<file path="src/rtl/qspi_ram_slave.sv">
// -----------------------------------------------------------------------------
// qspi_ram_slave
//
// Quad-SPI slave (SPI mode 0) that gives the ESP32 host access to the shared
// byte RAM. The same RAM also holds the FPU sequencer's operands and results.
// Every QSPI input is oversampled through 2-flop synchronisers into clk. All
// decoding is done on the resulting single-clk sck/cs_n edge pulses.
//
// Transaction format (all phases quad, high nibble first):
//   opcode (2 nibbles) | address (addr_width/4 nibbles) |
//   write: data bytes ...
//   read : dummy_cycles SCKs, then data bytes ...
//
// Ports:
//   clk, rst       system clock (>= 8x SCK), synchronous active-high reset
//   qspi_sck       QSPI serial clock, idle low
//   qspi_cs_n      chip select, active low
//   qspi_io_in     IO[3:0] from master, IO3 = nibble MSB
//   qspi_io_out    IO[3:0] to master
//   qspi_io_oe     output enable for IO[3:0], high only while returning data
//   addr           RAM address (also the read prefetch address)
//   data_out       RAM write data
//   wen            RAM write enable, single-clk pulse
//   data_in        RAM read data, valid 1 clk after addr is sampled
//   busy           high while the synchronised chip select is asserted
// -----------------------------------------------------------------------------
module qspi_ram_slave #(
    parameter int         addr_width   = 8,
    parameter int         dummy_cycles = 4,
    parameter logic [7:0] cmd_write    = 8'h32,
    parameter logic [7:0] cmd_read     = 8'h6B
) (
    input  logic                  clk,
    input  logic                  rst,
    input  logic                  qspi_sck,
    input  logic                  qspi_cs_n,
    input  logic [3:0]            qspi_io_in,
    output logic [3:0]            qspi_io_out,
    output logic                  qspi_io_oe,
    output logic [addr_width-1:0] addr,
    output logic [7:0]            data_out,
    output logic                  wen,
    input  logic [7:0]            data_in,
    output logic                  busy
);

    localparam int ADDR_NIBBLES = addr_width / 4;
    localparam int ADDR_LAST    = ADDR_NIBBLES - 1;
    localparam int DUMMY_LAST   = (dummy_cycles > 0) ? dummy_cycles - 1 : 0;
    localparam int CNT_MAX_A    = (ADDR_NIBBLES > dummy_cycles) ? ADDR_NIBBLES : dummy_cycles;
    localparam int CNT_MAX      = (CNT_MAX_A > 2) ? CNT_MAX_A : 2;
    localparam int CNT_W        = $clog2(CNT_MAX);

    typedef enum logic [2:0] {
        S_IDLE,
        S_CMD,
        S_ADDR,
        S_DUMMY,
        S_WDATA,
        S_RDATA,
        S_IGNORE
    } state_t;

    // ------------------------------------------------------------------
    // Input synchronisers. The io bus goes through the same number of
    // stages as sck, so the nibble seen on a sck_rise pulse is the one
    // the master set up before that edge.
    // ------------------------------------------------------------------
    logic       r_sck_meta, r_sck_sync, r_sck_prev;
    logic       r_cs_meta,  r_cs_sync,  r_cs_prev;
    logic [3:0] r_io_meta,  r_io_sync;

    always_ff @(posedge clk) begin
        if (rst) begin
            r_sck_meta <= 1'b0;
            r_sck_sync <= 1'b0;
            r_sck_prev <= 1'b0;
            r_cs_meta  <= 1'b0;
            r_cs_sync  <= 1'b0;
            r_cs_prev  <= 1'b0;
            r_io_meta  <= 4'h0;
            r_io_sync  <= 4'h0;
        end else begin
            r_sck_meta <= qspi_sck;
            r_sck_sync <= r_sck_meta;
            r_sck_prev <= r_sck_sync;
            r_cs_meta  <= qspi_cs_n;
            r_cs_sync  <= r_cs_meta;
            r_cs_prev  <= r_cs_sync;
            r_io_meta  <= qspi_io_in;
            r_io_sync  <= r_io_meta;
        end
    end

    // Chip-select flops come out of reset low. If cs_n is idle high this
    // only produces one harmless rise; if cs_n is held low through reset
    // no fall is seen, so an interrupted transaction stays abandoned.
    logic w_sck_rise, w_sck_fall, w_cs_fall, w_cs_rise;
    assign w_sck_rise = r_sck_sync & ~r_sck_prev;
    assign w_sck_fall = ~r_sck_sync & r_sck_prev;
    assign w_cs_fall  = ~r_cs_sync & r_cs_prev;
    assign w_cs_rise  = r_cs_sync & ~r_cs_prev;

    // ------------------------------------------------------------------
    // Protocol FSM and datapath
    // ------------------------------------------------------------------
    state_t                r_state;
    logic [CNT_W-1:0]      r_cnt;
    logic [3:0]            r_cmd_hi;
    logic                  r_is_read;
    logic [addr_width-1:0] r_addr_shift;
    logic [3:0]            r_wr_hi;
    logic                  r_nib;         // 0: expecting/driving high nibble
    logic                  r_first_fall;  // SCK fall that closes the last pre-data rise
    logic [3:0]            r_tx_lo;       // low nibble of the byte being sent
    logic [7:0]            r_prefetch;
    logic [1:0]            r_pf_dly;      // addr-change to data_in-valid delay line
    logic                  r_load_first;  // zero-dummy read: first byte comes from prefetch
    logic [addr_width-1:0] r_addr;
    logic [7:0]            r_data_out;
    logic                  r_wen;
    logic [3:0]            r_io_out;
    logic                  r_io_oe;
    logic                  r_busy;

    logic [7:0]            w_opcode;
    logic [addr_width-1:0] w_addr_full;

    assign w_opcode    = {r_cmd_hi, r_io_sync};
    assign w_addr_full = (r_addr_shift << 4) | addr_width'(r_io_sync);

    always_ff @(posedge clk) begin
        if (rst) begin
            r_state      <= S_IDLE;
            r_cnt        <= '0;
            r_cmd_hi     <= 4'h0;
            r_is_read    <= 1'b0;
            r_addr_shift <= '0;
            r_wr_hi      <= 4'h0;
            r_nib        <= 1'b0;
            r_first_fall <= 1'b0;
            r_tx_lo      <= 4'h0;
            r_prefetch   <= 8'h00;
            r_pf_dly     <= 2'b00;
            r_load_first <= 1'b0;
            r_addr       <= '0;
            r_data_out   <= 8'h00;
            r_wen        <= 1'b0;
            r_io_out     <= 4'h0;
            r_io_oe      <= 1'b0;
            r_busy       <= 1'b0;
        end else begin
            r_wen    <= 1'b0;
            r_pf_dly <= {r_pf_dly[0], 1'b0};

            // Post-write address increment, the clk after the wen pulse.
            if (r_wen) begin
                r_addr <= r_addr + addr_width'(1);
            end

            // data_in reflects the new addr two clk edges after addr moved.
            if (r_pf_dly[1]) begin
                r_prefetch <= data_in;
                if (r_load_first) begin
                    r_tx_lo      <= data_in[3:0];
                    r_io_out     <= data_in[7:4];
                    r_load_first <= 1'b0;
                end
            end

            if (w_cs_fall) begin
                r_busy <= 1'b1;
            end

            if (w_cs_rise) begin
                // End of transaction wins over any sck edge this clk; a
                // half-received write byte is simply dropped.
                r_state      <= S_IDLE;
                r_io_oe      <= 1'b0;
                r_io_out     <= 4'h0;
                r_busy       <= 1'b0;
                r_cnt        <= '0;
                r_nib        <= 1'b0;
                r_load_first <= 1'b0;
            end else begin
                case (r_state)
                    S_IDLE: begin
                        if (w_cs_fall) begin
                            r_state <= S_CMD;
                            r_cnt   <= '0;
                            r_nib   <= 1'b0;
                        end
                    end

                    S_CMD: begin
                        if (w_sck_rise) begin
                            if (r_cnt == '0) begin
                                r_cmd_hi <= r_io_sync;
                                r_cnt    <= CNT_W'(1);
                            end else begin
                                r_cnt <= '0;
                                if (w_opcode == cmd_write) begin
                                    r_is_read <= 1'b0;
                                    r_state   <= S_ADDR;
                                end else if (w_opcode == cmd_read) begin
                                    r_is_read <= 1'b1;
                                    r_state   <= S_ADDR;
                                end else begin
                                    r_state <= S_IGNORE;
                                end
                            end
                        end
                    end

                    S_ADDR: begin
                        if (w_sck_rise) begin
                            r_addr_shift <= w_addr_full;
                            if (r_cnt == CNT_W'(ADDR_LAST)) begin
                                r_cnt  <= '0;
                                r_addr <= w_addr_full;   // read prefetch starts here
                                r_nib  <= 1'b0;
                                if (!r_is_read) begin
                                    r_state <= S_WDATA;
                                end else if (dummy_cycles > 0) begin
                                    r_state <= S_DUMMY;
                                end else begin
                                    r_state      <= S_RDATA;
                                    r_io_oe      <= 1'b1;
                                    r_first_fall <= 1'b1;
                                    r_load_first <= 1'b1;
                                    r_pf_dly     <= 2'b01;
                                end
                            end else begin
                                r_cnt <= r_cnt + CNT_W'(1);
                            end
                        end
                    end

                    S_DUMMY: begin
                        if (w_sck_rise) begin
                            if (r_cnt == CNT_W'(DUMMY_LAST)) begin
                                // The prefetched byte has long been valid.
                                r_cnt        <= '0;
                                r_state      <= S_RDATA;
                                r_io_oe      <= 1'b1;
                                r_tx_lo      <= data_in[3:0];
                                r_io_out     <= data_in[7:4];
                                r_nib        <= 1'b0;
                                r_first_fall <= 1'b1;
                            end else begin
                                r_cnt <= r_cnt + CNT_W'(1);
                            end
                        end
                    end

                    S_WDATA: begin
                        if (w_sck_rise) begin
                            if (!r_nib) begin
                                r_wr_hi <= r_io_sync;
                                r_nib   <= 1'b1;
                            end else begin
                                r_data_out <= {r_wr_hi, r_io_sync};
                                r_wen      <= 1'b1;
                                r_nib      <= 1'b0;
                            end
                        end
                    end

                    S_RDATA: begin
                        if (w_sck_fall) begin
                            if (r_first_fall) begin
                                // This fall precedes the master's first data
                                // sample, so the high nibble stays on the bus.
                                r_first_fall <= 1'b0;
                            end else if (!r_nib) begin
                                r_io_out <= r_tx_lo;
                                r_nib    <= 1'b1;
                                r_addr   <= r_addr + addr_width'(1);
                                r_pf_dly <= 2'b01;
                            end else begin
                                r_tx_lo  <= r_prefetch[3:0];
                                r_io_out <= r_prefetch[7:4];
                                r_nib    <= 1'b0;
                            end
                        end
                    end

                    S_IGNORE: begin
                        // Unknown opcode: stay off the bus and the RAM.
                    end

                    default: begin
                        r_state <= S_IDLE;
                    end
                endcase
            end
        end
    end

    assign qspi_io_out = r_io_out;
    assign qspi_io_oe  = r_io_oe;
    assign addr        = r_addr;
    assign data_out    = r_data_out;
    assign wen         = r_wen;
    assign busy        = r_busy;

endmodule

</file>
<file path="config.mk">
export PLATFORM = sky130hd
export DESIGN_NAME = qspi_ram_slave
export DESIGN_NICKNAME = d
export VERILOG_FILES = /design/src/rtl/qspi_ram_slave.sv
export SDC_FILE = /design/constraint.sdc
export NUM_CORES = 1
export LEC_CHECK = 0
export CAP_MARGIN = 10
export CORE_ASPECT_RATIO = 0.6
export CORE_MARGIN = 2
export CORE_UTILIZATION = 30
export CTS_CLUSTER_SIZE = 16
export DETAILED_ROUTE_END_ITERATION = 16
export HOLD_SLACK_MARGIN = 0.02
export PLACE_DENSITY = 0.47
export SLEW_MARGIN = 25
export SYNTH_ARGS = -nofsm -noshare
export SYNTH_HDL_FRONTEND = slang
export SYNTH_SLANG_ARGS = --single-unit
</file>
<file path="constraint.sdc">
create_clock -name clk -period 2.2 [get_ports clk]
set_input_delay 0.66 -clock clk [delete_from_list [all_inputs] [get_ports clk]]
set_output_delay 0.66 -clock clk [all_outputs]
set_load 0.02 [all_outputs]
</file>
# Word level (Yosys, flattened, before mapping)

Cells that the tools add are included.

Div/mod/pow operators: 0
Mux-type cells: 62
Shift operators: 0
Equal/unequal tests: 21
$lt $le $gt $ge: 0
Bitwise operators: 17
Multipliers: 0
$add $sub $neg: 2
Reduce and logical (&&, ||, !) cells: 22

Operators with widths:

| kind                                                                   | number |
|---|---|
| 8-bit two-way mux                                                      | 7 |
| 4-bit two-way mux                                                      | 11 |
| 3-bit two-way mux                                                      | 10 |
| 2-bit two-way mux                                                      | 11 |
| 2-bit != test (second input constant)                                  | 11 |
| 5-bit AND reduction                                                    | 4 |
| 1-bit two-way mux                                                      | 16 |
| 4-bit case mux with 2 select lines                                     | 2 |
| 8-bit case mux with 2 select lines                                     | 1 |
| 3-bit case mux with 5 select lines                                     | 1 |
| 1-bit NOT                                                              | 12 |
| 4-bit AND reduction                                                    | 3 |
| 3-bit equality test (second input constant)                            | 3 |
| 9-bit AND reduction                                                    | 1 |
| 8-bit by 1-bit adder with 8-bit output (second input constant)         | 1 |
| 8-bit by 6-bit equality test with 1-bit output (second input constant) | 1 |
| 8-bit by 7-bit equality test with 1-bit output (second input constant) | 1 |
| 8-bit by 4-bit bitwise OR with 8-bit output                            | 1 |
| 2-bit case mux with 4 select lines                                     | 1 |
| 8-bit AND reduction                                                    | 1 |
| 7-bit AND reduction                                                    | 1 |
| 3-bit by 2-bit equality test with 1-bit output (second input constant) | 2 |
| 3-bit AND reduction                                                    | 2 |
| 1-bit case mux with 5 select lines                                     | 1 |
| 15 further kinds                                                       | 19 |

Bits in latches: 0
Memory bits (read-only): 0
Output and inout port bits: 23
Memories kept: 0
Input port bits: 16
Bits in registers: 71
Bits in writable memories: 0
Logic and storage cells: 150

# Logic depth before layout (Yosys ltp)

Depth in word-level cells: 7
Depth in mapped cells: 8
Gate-level depth less buffers: 7

# Worst setup path before layout

No wires, ideal clock.

Path kind: register to register
From: register r_cnt[0]
To: register r_state[1]
Library setup time: 0.132 ns
Period minus slack after synthesis: 1.597 ns
Arrival time: 1.465 ns
Data required time: 2.068 ns
Path buffers: 0
Cell stages (with the launch flop): 8
Setup slack: 0.603 ns
Cells stage by stage: dfxtp_1 -> inv_1 -> ha_1 -> and2b_1 -> a21o_1 -> a221oi_2 -> nand3b_1 -> a21oi_1

Cells in the longest elaborated chain, start to end: 3
Elaborated cells between the ends (all ways): 7
Classes of those cells: eq/ne: 5; reduce/logical: 2

RTL lines:

| what                                        | line | text |
|---|---|---|
| from (decl)                                 | 108  | `logic [CNT_W-1:0] r_cnt;` |
| from (signal assigned)                      | 234  | `r_cnt <= r_cnt + CNT_W'(1);` |
| from (signal assigned)                      | 251  | `r_cnt <= r_cnt + CNT_W'(1);` |
| 2-bit equality test (tied with other cells) | 241  | `if (r_cnt == CNT_W'(DUMMY_LAST)) begin` |
| 2-bit != test (no source line)              | n/a  |  |
| 8-bit AND reduction (no source line) (*)    | n/a  |  |
| to (signal assigned)                        | 225  | `r_state <= S_DUMMY;` |
| to (signal assigned)                        | 227  | `r_state <= S_RDATA;` |
| to (signal assigned)                        | 244  | `r_state <= S_RDATA;` |
| to (decl)                                   | 107  | `state_t r_state;` |

Mark *: on every way between the ends. The rest lies on a longest branch, timed or not.
A chain may end at the register's enable or synchronous reset.

# Final worst setup path

From: register r_addr[2], in the netlist addr[2]
To: output port addr[2]

RTL lines:

| what                   | line | text |
|---|---|---|
| from (decl)            | 119  | `logic [addr_width-1:0] r_addr;` |
| from (signal assigned) | 158  | `r_addr <= r_addr + addr_width'(1);` |
| from (signal assigned) | 220  | `r_addr <= w_addr_full;` |
| from (signal assigned) | 278  | `r_addr <= r_addr + addr_width'(1);` |
| to (decl)              | 40   | `output logic [addr_width-1:0] addr,` |

No word-level cell between the ends.

==> impl_metrics.tcl <==
set metrics [dict create \
    status "completed" \
    die-width_um 143 \
    cts_setup_buffers 0 \
    antenna_found_initial 0 \
    cts_buffer_depth 2 \
    cap_viol_max_count 0 \
    crit_type "flop to output port" \
    place_area_mm2 0.00401 \
    whs_ns 0.421 \
    worst_slew_pin_slew_ns 0.627 \
    dieArea_mm2 0.0124 \
    ys_seq_elements 71 \
    grt_overflow 0 \
    drt-pass1-iter-count 4 \
    place_hpwl_mm 6.14 \
    powerDensity_mw_per_mm2 690 \
    synthCells 381 \
    hold_buffers 0 \
    maxSlewHeadroom_pct 58.2 \
    synth_fp_nets 402 \
    io_buffers 38 \
    async_reset_ff_share_pct 0 \
    gp_congestion 0.844 \
    finalWorstPathRequiredPeriod_ns 2.12 \
    synth-main-ff-cell "dfxtp_1" \
    postSynthAreaPerCell_um2 9.09 \
    synth_top_area_cell "dfxtp_1" \
    worstPathCellList "clkdlybuf4s50_1" \
    synth.area.top_cells "dfxtp_1 41%, mux2i_1 12%, nor2_1 6.6%, nor2b_1 3.6%, nand2_1 2.8%" \
    grt_usage_pct 14.6 \
    report.final.setup_viol 0 \
    cts_tree "built" \
    cts_buffers 9 \
    pin_count 39 \
    finClkSkew_ns 0.00628 \
    cts-root-buf "clkbuf_16" \
    grt_pass1_vias 2555 \
    area_growth_pct 25.4 \
    vias 2790 \
    synth_seq_area_share_pct 41.1 \
    layout-drive-gt1-share_pct 11.5 \
    synth_edf_count 0 \
    start_util_pct 30.7 \
    grt_pass1_wl_mm 13.8 \
    clkSinkCount 71 \
    cp.required_ns 1.54 \
    hold_violations 0 \
    fin_crit_sh_pct 96.3 \
    cp-end-kind "output port" \
    ir_drop_mv 0.357 \
    postRouteAntennaNets 0 \
    die_h_um 87.2 \
    finalInstanceArea_mm2 0.00434 \
    rows 30 \
    critPathLaunchType "flop" \
    first_iter_violations 118 \
    cpMaxStageDelayCell "clkdlybuf4s50_1" \
    rsz0062_at_grt "false" \
    tns_ns 0 \
    cellLeakagePower_uw 0.00162 \
    critPathMaxFanout 7 \
    cp_num_buf_inv 1 \
    vias_per_cell 4.89 \
    grt_max_degree 40 \
    cpPeakStageDelay_ns 0.66 \
    yosys.area.top_type_share_pct 41.1 \
    cts_max_level 3 \
    max_freq_ghz 0.472 \
    routedWlPerCell_um 14.8 \
    wl_mm 8.47 \
    crit_arrival_ns 1.46 \
    core-area_mm2 0.0113 \
    clk_pin_slew_ns 0.06 \
    ys_warn_count 0 \
    finalNetCount 443 \
    synth_area_mm2 0.00346 \
    hold_class "flop to flop" \
    drc 0 \
    clk_latency_ns 0.34 \
    crit_family "buffers and inverters" \
    slew_viol_final 0 \
    diodes 0 \
    cts_resized 0 \
    synth.distinct_cells 61 \
]
-- synth_stat cells, types with 4 or more instances --
master,count
nor2_1,61
dfxtp_1,71
ha_1,5
nand3b_1,4
inv_1,7
xnor2_1,6
buf_2,5
nand3_1,13
o21ai_0,12
a21oi_1,12
o22ai_1,4
xor2_1,8
a22oi_1,5
nor3_1,5
mux2i_1,40
nand2_1,26
clkbuf_1,9
a311oi_1,5
nor2b_1,20
-- layout make-up --
cell class                 instances  area (µm²)
clock buffer                       9         225
clock inverter                     7         103
fill                            1141        6920
inverter                           7        26.3
multi-input combinational        281        1890
sequential                        71        1420
tap                              144         180
timing repair buffer              52         493
-- per-layer routing --
layer  GRT usage (%)  share of wire (%)  vias up
met2            18.3                 37       74
met4            4.77                1.2        0
met5               0                  0        -
li1                -                  -     1420
met1            22.7                 57     1285
met3            4.73                5.1       11
-- layout by cell type, fill, tap and decap left out, types with 3 or more instances in the layout --
cell             netlist  layout
inv_1                  7       7
a311oi_1               5       5
nor3b_1                3       3
nor3_1                 5       5
clkbuf_16              0       9
clkdlybuf4s50_1        0      37
a21oi_1               12      12
nor2b_1               20      20
nand2_1               26      26
ha_1                   5       5
and3b_1                3       3
xnor2_1                6       6
nand3_1               13      13
a22oi_1                5       5
nand4_1                3       3
buf_4                  3      13
nand3b_1               4       4
nor2_1                61      61
nand2b_1               3       3
o21ai_0               12      12
xor2_1                 8       8
o22ai_1                4       4
mux2i_1               40      40
dfxtp_1               71      71
-- stage by stage --
| stage | cells | utilization (%) | setup WS, ns | power (µW) |
|---|---|---|---|---|
| after global placement | 555 | 35.6 | 0.379 | 1430 |
| after floorplan | 381 | - | 0.603 | 1380 |
| final | 571 | 38.5 | 0.0804 | 2990 |
| after global routing | 571 | 38.5 | 0.0210 | 3110 |
| after CTS | 571 | 38.5 | 0.0722 | 3040 |
| after detailed placement | 555 | 35.6 | 0.344 | 1430 |
-- worst register-to-register path: stages (launching register included) --
cell and delay [ns]:
dfxtp_1 0.56, buf_12 0.19, or3b_2 0.48, o21ai_0 0.12
a221oi_2 0.13, a32oi_1 0.23, nor2_1 0.06
-- path summary, 6_finish.rpt --
path                from          end  slack (ns)  depth (start not counted)
max              addr[2]      addr[2]        0.08                          1
min          r_pf_dly[0]  r_pf_dly[1]        0.42                          2
max reg2reg   r_state[1]   r_state[2]        0.31                          6
min reg2reg  r_pf_dly[0]  r_pf_dly[1]        0.42                          2
-- where the power goes --
part | internal (µW) | total [µW] | leakage (µW) | switching, µW
clock network | 1000 | 1590 | 0.000157 | 589
logic | 44.7 | 90.7 | 0.000891 | 46.0
registers | 1300 | 1310 | 0.000574 | 13.0
-- cells by family (layout without fill, tap and decap cells) --
| logic type | count (synthesis) | after routing | share of synthesized area, % |
|---|---|---|---|
| mux | 42 | 42 | 12.2 |
| compound gates | 57 | 57 | 11.9 |
| flops | 71 | 71 | 41.1 |
| fa+ha+maj | 5 | 5 | 1.81 |
| simple gates | 163 | 163 | 25.2 |
| xor+xnor | 14 | 14 | 3.54 |
| buf+inv | 29 | 75 | 4.30 |
Power figures use the tool's default switching activity.
